`src/rtl/psum_accumulator_pkg.sv`:
```
// psum_accumulator_pkg
//   Shared definitions for the partial-sum read-modify-write controller:
//   lane geometry (default lane width, lanes per word) and the controller
//   state encoding.
package psum_accumulator_pkg;

  localparam int unsigned MAC_OUTPUT_WIDTH = 36;
  localparam int unsigned LANES            = 8;

  typedef enum logic [1:0] {
    ST_IDLE,
    ST_RUN,
    ST_FLUSH
  } state_e;

endpackage

```
`src/rtl/psum_accumulator_if.sv`:
```
// psum_accumulator_if
//   Data-path bundle of the accumulator: the MAC result stream in, the
//   buffer read port (adder_pulse / adder_feature) and the write-back port
//   (feature_in / feature_valid).
//   slave  : accumulator side (consumes MAC words, drives buffer ports)
//   master : environment side (MAC array + output buffer)
interface psum_accumulator_if
  import psum_accumulator_pkg::*;
#(
  parameter int unsigned W = psum_accumulator_pkg::MAC_OUTPUT_WIDTH
);

  localparam int unsigned DW = W * LANES;

  logic [DW-1:0] mac_feature;
  logic          mac_valid;
  logic          mac_ready;
  logic          adder_pulse;
  logic [DW-1:0] adder_feature;
  logic [DW-1:0] feature_in;
  logic          feature_valid;

  modport slave (
    input  mac_feature, mac_valid, adder_feature,
    output mac_ready, adder_pulse, feature_in, feature_valid
  );

  modport master (
    output mac_feature, mac_valid, adder_feature,
    input  mac_ready, adder_pulse, feature_in, feature_valid
  );

endinterface

```
`src/rtl/psum_accumulator_lane_add.sv`:
```
// psum_lane_add
//   Combinational saturating add of two signed W-bit lanes.
//   a_i, b_i : signed operands
//   sum_o    : a_i + b_i clamped to [-2^(W-1), 2^(W-1)-1]
module psum_lane_add
  import psum_accumulator_pkg::*;
#(
  parameter int unsigned W = psum_accumulator_pkg::MAC_OUTPUT_WIDTH
) (
  input  logic [W-1:0] a_i,
  input  logic [W-1:0] b_i,
  output logic [W-1:0] sum_o
);

  logic [W:0] sum;

  always_comb begin
    sum = {a_i[W-1], a_i} + {b_i[W-1], b_i};
    // Overflow shows as the two top bits of the widened sum disagreeing;
    // the extra top bit then carries the true sign.
    if (sum[W] != sum[W-1]) begin
      sum_o = sum[W] ? {1'b1, {(W-1){1'b0}}} : {1'b0, {(W-1){1'b1}}};
    end else begin
      sum_o = sum[W-1:0];
    end
  end

endmodule

```
`src/rtl/psum_accumulator.sv`:
```
// psum_accumulator
//   Read-modify-write controller between the MAC array and the output
//   partial-sum buffer. Prefetches buffer words ahead of demand into a small
//   FIFO, adds them lane-wise (saturating) to accepted MAC words and writes
//   the result back one cycle after acceptance.
//   system_clk  : clock
//   rst         : synchronous active-high reset
//   pass_start  : start pulse (honoured only in IDLE)
//   pass_len    : words in the pass (0 means 1), sampled on pass_start
//   first_pass  : write MAC data without reading the buffer
//   pass_busy   : pass in progress
//   pass_done   : one-cycle pulse after the last write-back
//   refresh_req : buffer pointer reset, same cycle as accepted pass_start
//   bus         : MAC stream, buffer read port and write-back port
module psum_accumulator
  import psum_accumulator_pkg::*;
#(
  parameter int unsigned MAC_OUTPUT_WIDTH = psum_accumulator_pkg::MAC_OUTPUT_WIDTH,
  parameter int unsigned RD_LATENCY       = 3,
  parameter int unsigned PF_DEPTH         = 8,
  parameter int unsigned LEN_WIDTH        = 15
) (
  input  logic                 system_clk,
  input  logic                 rst,
  input  logic                 pass_start,
  input  logic [LEN_WIDTH-1:0] pass_len,
  input  logic                 first_pass,
  output logic                 pass_busy,
  output logic                 pass_done,
  output logic                 refresh_req,
  psum_accumulator_if.slave    bus
);

  localparam int unsigned W     = MAC_OUTPUT_WIDTH;
  localparam int unsigned DW    = W * LANES;
  localparam int unsigned PTR_W = $clog2(PF_DEPTH);
  localparam int unsigned CNT_W = PTR_W + 1;

  state_e               state_q, state_d;
  logic                 flush_q, flush_d;
  logic [LEN_WIDTH-1:0] len_q, len_d;
  logic                 first_q, first_d;
  logic [LEN_WIDTH-1:0] issued_q, issued_d;
  logic [LEN_WIDTH-1:0] acc_q, acc_d;
  logic [RD_LATENCY-1:0] sr_q, sr_d;

  logic [DW-1:0]        fifo_q [PF_DEPTH];
  logic [PTR_W-1:0]     wr_ptr_q, rd_ptr_q;
  logic [CNT_W-1:0]     pf_count_q;

  logic [DW-1:0]        feat_q;
  logic                 fvalid_q;

  logic                 run, pulse, ready, accept, push, pop, credit_ok;
  logic                 refresh;
  logic [CNT_W-1:0]     inflight;
  logic [DW-1:0]        head, sum_word;

  assign run  = (state_q == ST_RUN);
  assign push = sr_q[RD_LATENCY-1];
  assign head = fifo_q[rd_ptr_q];

  always_comb begin
    inflight = '0;
    for (int unsigned i = 0; i < RD_LATENCY; i++) begin
      inflight = inflight + CNT_W'(sr_q[i]);
    end
  end

  // Reads still in flight already own a FIFO slot, so the FIFO cannot overflow.
  assign credit_ok = ({1'b0, inflight} + {1'b0, pf_count_q}) < (CNT_W+1)'(PF_DEPTH);
  assign pulse     = run && !first_q && (issued_q < len_q) && credit_ok;
  assign ready     = run && (acc_q < len_q) && (first_q || (pf_count_q != '0));
  assign accept    = ready && bus.mac_valid;
  assign pop       = accept && !first_q;

  for (genvar g = 0; g < LANES; g++) begin : g_lane
    psum_lane_add #(.W(W)) u_add (
      .a_i   (bus.mac_feature[g*W +: W]),
      .b_i   (head[g*W +: W]),
      .sum_o (sum_word[g*W +: W])
    );
  end

  always_comb begin
    state_d  = state_q;
    flush_d  = flush_q;
    len_d    = len_q;
    first_d  = first_q;
    issued_d = issued_q + LEN_WIDTH'(pulse);
    acc_d    = acc_q + LEN_WIDTH'(accept);
    sr_d     = RD_LATENCY'({sr_q, pulse});
    refresh  = 1'b0;
    pass_done = 1'b0;
    unique case (state_q)
      ST_IDLE: begin
        if (pass_start) begin
          len_d    = (pass_len == '0) ? LEN_WIDTH'(1) : pass_len;
          first_d  = first_pass;
          issued_d = '0;
          acc_d    = '0;
          flush_d  = 1'b0;
          refresh  = 1'b1;
          state_d  = ST_RUN;
        end
      end
      ST_RUN: begin
        if (acc_d == len_q) begin
          flush_d = 1'b0;
          state_d = ST_FLUSH;
        end
      end
      ST_FLUSH: begin
        // First FLUSH cycle shows the last write-back, second raises done.
        if (!flush_q) begin
          flush_d = 1'b1;
        end else begin
          pass_done = 1'b1;
          flush_d   = 1'b0;
          state_d   = ST_IDLE;
        end
      end
      default: state_d = ST_IDLE;
    endcase
  end

  always_ff @(posedge system_clk) begin
    if (rst) begin
      state_q    <= ST_IDLE;
      flush_q    <= 1'b0;
      len_q      <= '0;
      first_q    <= 1'b0;
      issued_q   <= '0;
      acc_q      <= '0;
      sr_q       <= '0;
      wr_ptr_q   <= '0;
      rd_ptr_q   <= '0;
      pf_count_q <= '0;
      feat_q     <= '0;
      fvalid_q   <= 1'b0;
    end else begin
      state_q    <= state_d;
      flush_q    <= flush_d;
      len_q      <= len_d;
      first_q    <= first_d;
      issued_q   <= issued_d;
      acc_q      <= acc_d;
      sr_q       <= sr_d;
      wr_ptr_q   <= wr_ptr_q + PTR_W'(push);
      rd_ptr_q   <= rd_ptr_q + PTR_W'(pop);
      pf_count_q <= pf_count_q + CNT_W'(push) - CNT_W'(pop);
      fvalid_q   <= accept;
      if (accept) begin
        feat_q <= first_q ? bus.mac_feature : sum_word;
      end
    end
  end

  always_ff @(posedge system_clk) begin
    if (push) begin
      fifo_q[wr_ptr_q] <= bus.adder_feature;
    end
  end

  assign refresh_req       = refresh && !rst;
  assign pass_busy         = (state_q != ST_IDLE);
  assign bus.adder_pulse   = pulse;
  assign bus.mac_ready     = ready;
  assign bus.feature_in    = feat_q;
  assign bus.feature_valid = fvalid_q;

endmodule
```
`src/flat_wrapper.sv`:
```
// flat-port wrapper written by rule: the top's interface ports become plain ports
module psum_accumulator_flat import psum_accumulator_pkg::*;
#(
  parameter int unsigned MAC_OUTPUT_WIDTH = psum_accumulator_pkg::MAC_OUTPUT_WIDTH,
  parameter int unsigned RD_LATENCY       = 3,
  parameter int unsigned PF_DEPTH         = 8,
  parameter int unsigned LEN_WIDTH        = 15
)
  (system_clk, rst, pass_start, pass_len, first_pass, pass_busy, pass_done, refresh_req, bus_mac_feature, bus_mac_valid, bus_adder_feature, bus_mac_ready, bus_adder_pulse, bus_feature_in, bus_feature_valid);
  psum_accumulator_if bus_i ();
  input  logic system_clk;
  input  logic rst;
  input  logic pass_start;
  input  logic [LEN_WIDTH-1:0] pass_len;
  input  logic first_pass;
  output logic pass_busy;
  output logic pass_done;
  output logic refresh_req;
  input wire logic [$bits(bus_i.mac_feature)-1:0] bus_mac_feature;
  input wire logic [$bits(bus_i.mac_valid)-1:0] bus_mac_valid;
  input wire logic [$bits(bus_i.adder_feature)-1:0] bus_adder_feature;
  output wire logic [$bits(bus_i.mac_ready)-1:0] bus_mac_ready;
  output wire logic [$bits(bus_i.adder_pulse)-1:0] bus_adder_pulse;
  output wire logic [$bits(bus_i.feature_in)-1:0] bus_feature_in;
  output wire logic [$bits(bus_i.feature_valid)-1:0] bus_feature_valid;
  assign bus_i.mac_feature = bus_mac_feature;
  assign bus_i.mac_valid = bus_mac_valid;
  assign bus_i.adder_feature = bus_adder_feature;
  assign bus_mac_ready = bus_i.mac_ready;
  assign bus_adder_pulse = bus_i.adder_pulse;
  assign bus_feature_in = bus_i.feature_in;
  assign bus_feature_valid = bus_i.feature_valid;
  psum_accumulator #(.MAC_OUTPUT_WIDTH(MAC_OUTPUT_WIDTH), .RD_LATENCY(RD_LATENCY), .PF_DEPTH(PF_DEPTH), .LEN_WIDTH(LEN_WIDTH)) u_core (.system_clk(system_clk), .rst(rst), .pass_start(pass_start), .pass_len(pass_len), .first_pass(first_pass), .pass_busy(pass_busy), .pass_done(pass_done), .refresh_req(refresh_req), .bus(bus_i));
endmodule
```
`config.mk`:
```
export PLATFORM = sky130hd
export DESIGN_NAME = psum_accumulator_flat
export DESIGN_NICKNAME = d
export VERILOG_FILES = /design/src/rtl/psum_accumulator_pkg.sv /design/src/rtl/psum_accumulator_if.sv /design/src/rtl/psum_accumulator_lane_add.sv /design/src/rtl/psum_accumulator.sv /design/src/flat_wrapper.sv
export SDC_FILE = /design/constraint.sdc
export NUM_CORES = 2
export LEC_CHECK = 0
export CAP_MARGIN = 0
export CORE_MARGIN = 3
export CORE_UTILIZATION = 50
export DETAILED_ROUTE_END_ITERATION = 10
export PLACE_DENSITY = 0.75
export SLEW_MARGIN = 15
export SYNTH_ARGS = -nofsm -noshare
export SYNTH_HDL_FRONTEND = slang
export SYNTH_SLANG_ARGS = --single-unit
```
`constraint.sdc`:
```
create_clock -name system_clk -period 21.2 [get_ports system_clk]
set_clock_uncertainty 0.1 [all_clocks]
set_input_delay 4.24 -clock system_clk [delete_from_list [all_inputs] [get_ports system_clk]]
set_output_delay 4.24 -clock system_clk [all_outputs]
set_load 0.02 [all_outputs]
```
Yosys cells after proc, flatten, opt, wreduce, memory -nomap -nowiden
Memories as Yosys holds them, arrays and structs flattened. A register that Yosys moved wholly into a read port is not among the register bits.
Cells that the tools add are included.
Cells by class
  equal/unequal tests: 14
  muxes and demuxes: 37
  magnitude comparators: 3
  $add $sub $neg: 17
  reductions and logical operators: 19
Operators by type and width (number)
  $mux W36: 16
  $add A36 B36 Y37: 8
  $mux W288: 1
  $mux W15: 5
  $add A15 B1 Y15: 2
  $lt A15 B15 Y1: 2
  $eq A15 B15 Y1: 1
  $logic_not A15 Y1: 1
  $mux W1: 9
  $add A4 B1 Y4: 2
  $logic_and A1 B1 Y1: 8
  $ne A1 B1 Y1: 8
  $add A3 B1 Y3: 2
  $mux W2: 3
  $pmux W2 S3: 1
  $reduce_and A3 Y1: 2
  $add A4 B4 Y5: 1
  $lt A5 B4 Y1 const B: 1
  $ne A2 B2 Y1 const B: 2
  $reduce_bool A4 Y1: 1
  $sub A4 B1 Y4: 1
  $mux W3: 1
  $pmux W1 S3: 1
  $reduce_bool A3 Y1: 1
  other kinds (9): 10
Word-level totals
  word-level logic and storage cells: 103
  memories kept: 1
  RAM bits: 2304
  bits in registers: 351
  input bits: 596
  output and inout port bits: 294
Memory list
  u_core.fifo_q: words 8, width 288, rd ports 1, clocked after Yosys merged registers in 1, wr ports 1, line psum_accumulator.sv:47  | logic [DW-1:0] fifo_q [PF_DEPTH];

Depth between registers and ports, before layout
  depth after elaboration: 8
  depth in mapped cells: 29
  depth with buffers taken out: 23

By module
From an unflattened synthesis, not the netlist that was laid out.
Second synthesis, totals
  cells, all modules: 8010
  area total of the unflattened synthesis: 126686.5 sq um
By module, submodules not included
  psum_accumulator: area an instance 106657.3 sq um, cells each 5330, instances 1, sequential area each 76213.1 sq um
  psum_lane_add: area an instance 2503.7 sq um, cells each 335, instances 8, sequential area each 0.0 sq um

Worst setup path before layout
Ideal clock, no wire load.
  kind: register -> register
  start point: register u_core.sr_q[2]
  end point: memory u_core.fifo_q[4][0] in the netlist's numbering, enable pin
  buffers on the path: 0
  required time: 19.809 ns
  library setup time: 1.291 ns
  arrival time: 19.890 ns
  setup slack: -0.082 ns
  cell stages (with the launch flop): 3
  period minus slack after synthesis: 21.282 ns
  cells stage by stage: dfxtp_1 nand2_1 nor3_1
Between the ends
  longest elaborated chain between the ends: 2
RTL lines
  start: declaration: line psum_accumulator.sv:45  | logic [RD_LATENCY-1:0] sr_q, sr_d;
  start signal: assignment: line psum_accumulator.sv:148  | sr_q <= sr_d;
  $mux W1: line psum_accumulator.sv:160  | if (push) begin
  $mux W1 (implied by the code): line psum_accumulator.sv:161  | fifo_q[wr_ptr_q] <= bus.adder_feature;
  end: declaration: line psum_accumulator.sv:47
Every way passes these cells.

Final worst setup path
  start point: input pass_start
  end point: output refresh_req
Between the ends
  longest elaborated chain between the ends: 3
RTL lines
  start: declaration: line flat_wrapper.sv:13  | input logic pass_start;
  $mux W1: line psum_accumulator.sv:97  | if (pass_start) begin
  $mux W1: line psum_accumulator.sv:95  | unique case (state_q)
  $logic_and A1 B1 Y1: line psum_accumulator.sv:165  | assign refresh_req = refresh && !rst;
  end: declaration: line flat_wrapper.sv:18  | output logic refresh_req;
Every way passes these cells.

==> qor.csv <==
metric,value,unit
outcome,completed,
min_path_cells,2,
ant_nets,0,
via_per_inst,6.264,
fillCellCount,17211,
relSlewSlack,10.18,%
period_needed,10660,ps
syn_area,118000,sq um
core_area,233600,sq um
post_synth.cell_area_avg,15.56,sq um
synthMuxAreaShare,13.84,%
rsz0062_at_grt,no,
grt_pass1_wl,513300,microns
grt.total_usage,28.93,%
critPathLaunchType,input port,
htree_levels,5,
synth_common_cells,"edfxtp_1, mux4_2, nand2_1, a21oi_1, o21ai_0",
timing.fmax,93.80,MHz
dp_hpwl,237300,microns
start_util,50.51,%
cp_max_fo,21,
synth_cell_types,104,
routedWlPerCell,30.02,microns
gp_congestion,0.9834,
cts_setup_buffers,0,
root_buffer,clkbuf_16,
rows,177,
cts_sinks,2655,
ys_ff_latch,2655,
drt_pass1_iterations,6,
layout.nets,9429,
hp-start,u_core.bus.feature_in[36],
yosysTopAreaCellShare,58.62,%
clkTransAtPathRegs,60,ps
setup_viol,0,
dpl_cell_area,130300,sq um
fin_crit_sh,50.29,%
clockBufferDepth,4,
worst_skew_pair.late_latency,930,ps
synthesis.nets,8539,
cts_tree,done,
io_buffers,889,
r2r_slack,11250,ps
path_cells,"clkdlybuf4s50_1, nand2_1, nor2_1, clkdlybuf4s50_1",
crit_top_cell,clkdlybuf4s50_1,
synth_ff_type,edfxtp_1,
routed_wl,357100,microns
synth_compound_area_share,8.429,%
max_cap_viol_count,0,
ys_seq_area_share,64.58,%
cts_resized,0,
crit_slowest_cell,clkdlybuf4s50_1,
worst_pin_slew,1335,ps
synth_top_family_by_area,multiplexers,
cpPeakStageDelay,670,ps
die_area,241900,sq um
holdPathEnd,u_core.bus.feature_in[36],
ir_worst_vdd,0.07573,mV
crit_type,in -> out,
synth_area_leader_cell,edfxtp_1,
reg2reg_to,u_core.bus.feature_in[131],
endpoint_kind,output port,
grt_max_degree,120,
grt_pass1_vias,72619,
synthSimpleGateAreaFrac,5.386,%
power.density,91.09,nW/um^2
syn_inst,7585,
die_w,491.8,microns
final_area,139600,sq um
setup_tns,0,ps
fp.dieH,491.8,microns
drive_gt1_share,16.65,%
holdBufCountCts,0,
hold_class,reg -> reg,
synth_adder_area_share,3.893,%
vias,74524,
regToRegStartpoint,u_core.rd_ptr_q[1],
hold_violations,0,
cp.arrival,6320,ps
maxSlewViolCount,0,
drt_iter0_drc,8982,
synthTopCellsByArea,"edfxtp_1, mux4_2, dfxtp_1",
grt.overflow.total,0,
drc,0,
async_flop_share,0,%
synth_xor_area_share,2.150,%
antenna_found_initial,119,
synth_edf_count,2304,
worst_r2r_path_depth,24,
io_pins,890,
syn_to_final_growth,18.30,%
cts_buffers,293,
leakage,45.79,nW
required,16860,ps
yosysWarnings,0,
yosysMostFrequentCell,edfxtp_1,
## registers in the layout (all words and copies together) (netlist names)
signal,count
u_core.fifo_q,2304
u_core.bus.feature_in,288
u_core.acc_q,15
u_core.issued_q,15
u_core.len_q,15
u_core.pf_count_q,4
u_core.rd_ptr_q,3
u_core.sr_q,3
u_core.wr_ptr_q,3
u_core.state_q,2
u_core.bus.feature_valid,1
u_core.first_q,1
u_core.flush_q,1
## cells by family after synthesis
logic type | count (synthesis)
compound gates | 1538
fa+ha+maj | 362
xor+xnor | 288
buf+inv | 520
simple gates | 1346
mux | 876
flops | 2655
## worst max-delay path, delay by kind of cell
| family | cells | cell delay, ps |
|---|---|---|
| buf+inv | 2 | 1210 |
| simple gates | 2 | 870 |
## stage by stage
step	power [mW]	cells	utilization (%)	hold WS, ps	worst slack, ps
global route	13.15	11872	59.73	369.6	10490
CTS	12.77	11821	59.67	345.8	10590
finish	12.72	11898	59.76	344.5	10540
floorplan	7.145	7585	-	336.3	7661
global placement	7.868	11312	55.77	334.7	10640
detailed placement	7.897	11312	55.77	337.9	10590
## how the worst max path moves through the flow
stage	start	endpoint	cells after the start
floorplan	u_core.sr_q[2]	u_core.fifo_q[7][0]	2
global placement	pass_start	refresh_req	4
detailed placement	pass_start	refresh_req	4
CTS	pass_start	refresh_req	4
global route	pass_start	refresh_req	4
finish	pass_start	refresh_req	4
## layout by cell type (no fill, tap or decap), drive strengths merged, types with 53 or more instances in the layout
cell,n
nand3,80
o21a,76
ha,348
inv,135
clkdlybuf4s50,888
mux4,576
nand2b,70
o211ai,75
nor4,54
mux2,283
dfxtp,351
edfxtp,2304
nor2,353
clkinv,86
nand2,417
a31oi,53
a21oi,402
xor2,121
buf,104
diode,77
nor3,130
xnor2,167
clkbuf,378
o21ai,400
a21o,177
## power by group
group,internal (mW),switching (mW)
clock network,2.87,2.03
registers,5.75,0.0755
logic,0.814,1.18
## area by class of cell
class	count	area, sq um	share of cell area, %
tap	3132	3919	2.807
antenna	77	192.7	0.1380
clock inverter	131	1244	0.8908
multi-input combinational	4410	39860	28.55
timing repair buffer	992	9802	7.021
clock buffer	378	7886	5.649
sequential	2655	76230	54.60
inverter	123	480.5	0.3441
## per-layer routing
metal | global-route usage, % | share of wire, %
met5 | 0 | 0.11
met4 | 12.41 | 4.5
met1 | 40.02 | 40
met2 | 44.03 | 46
met3 | 6.890 | 9.4
(Power assumes the default switching activity.)
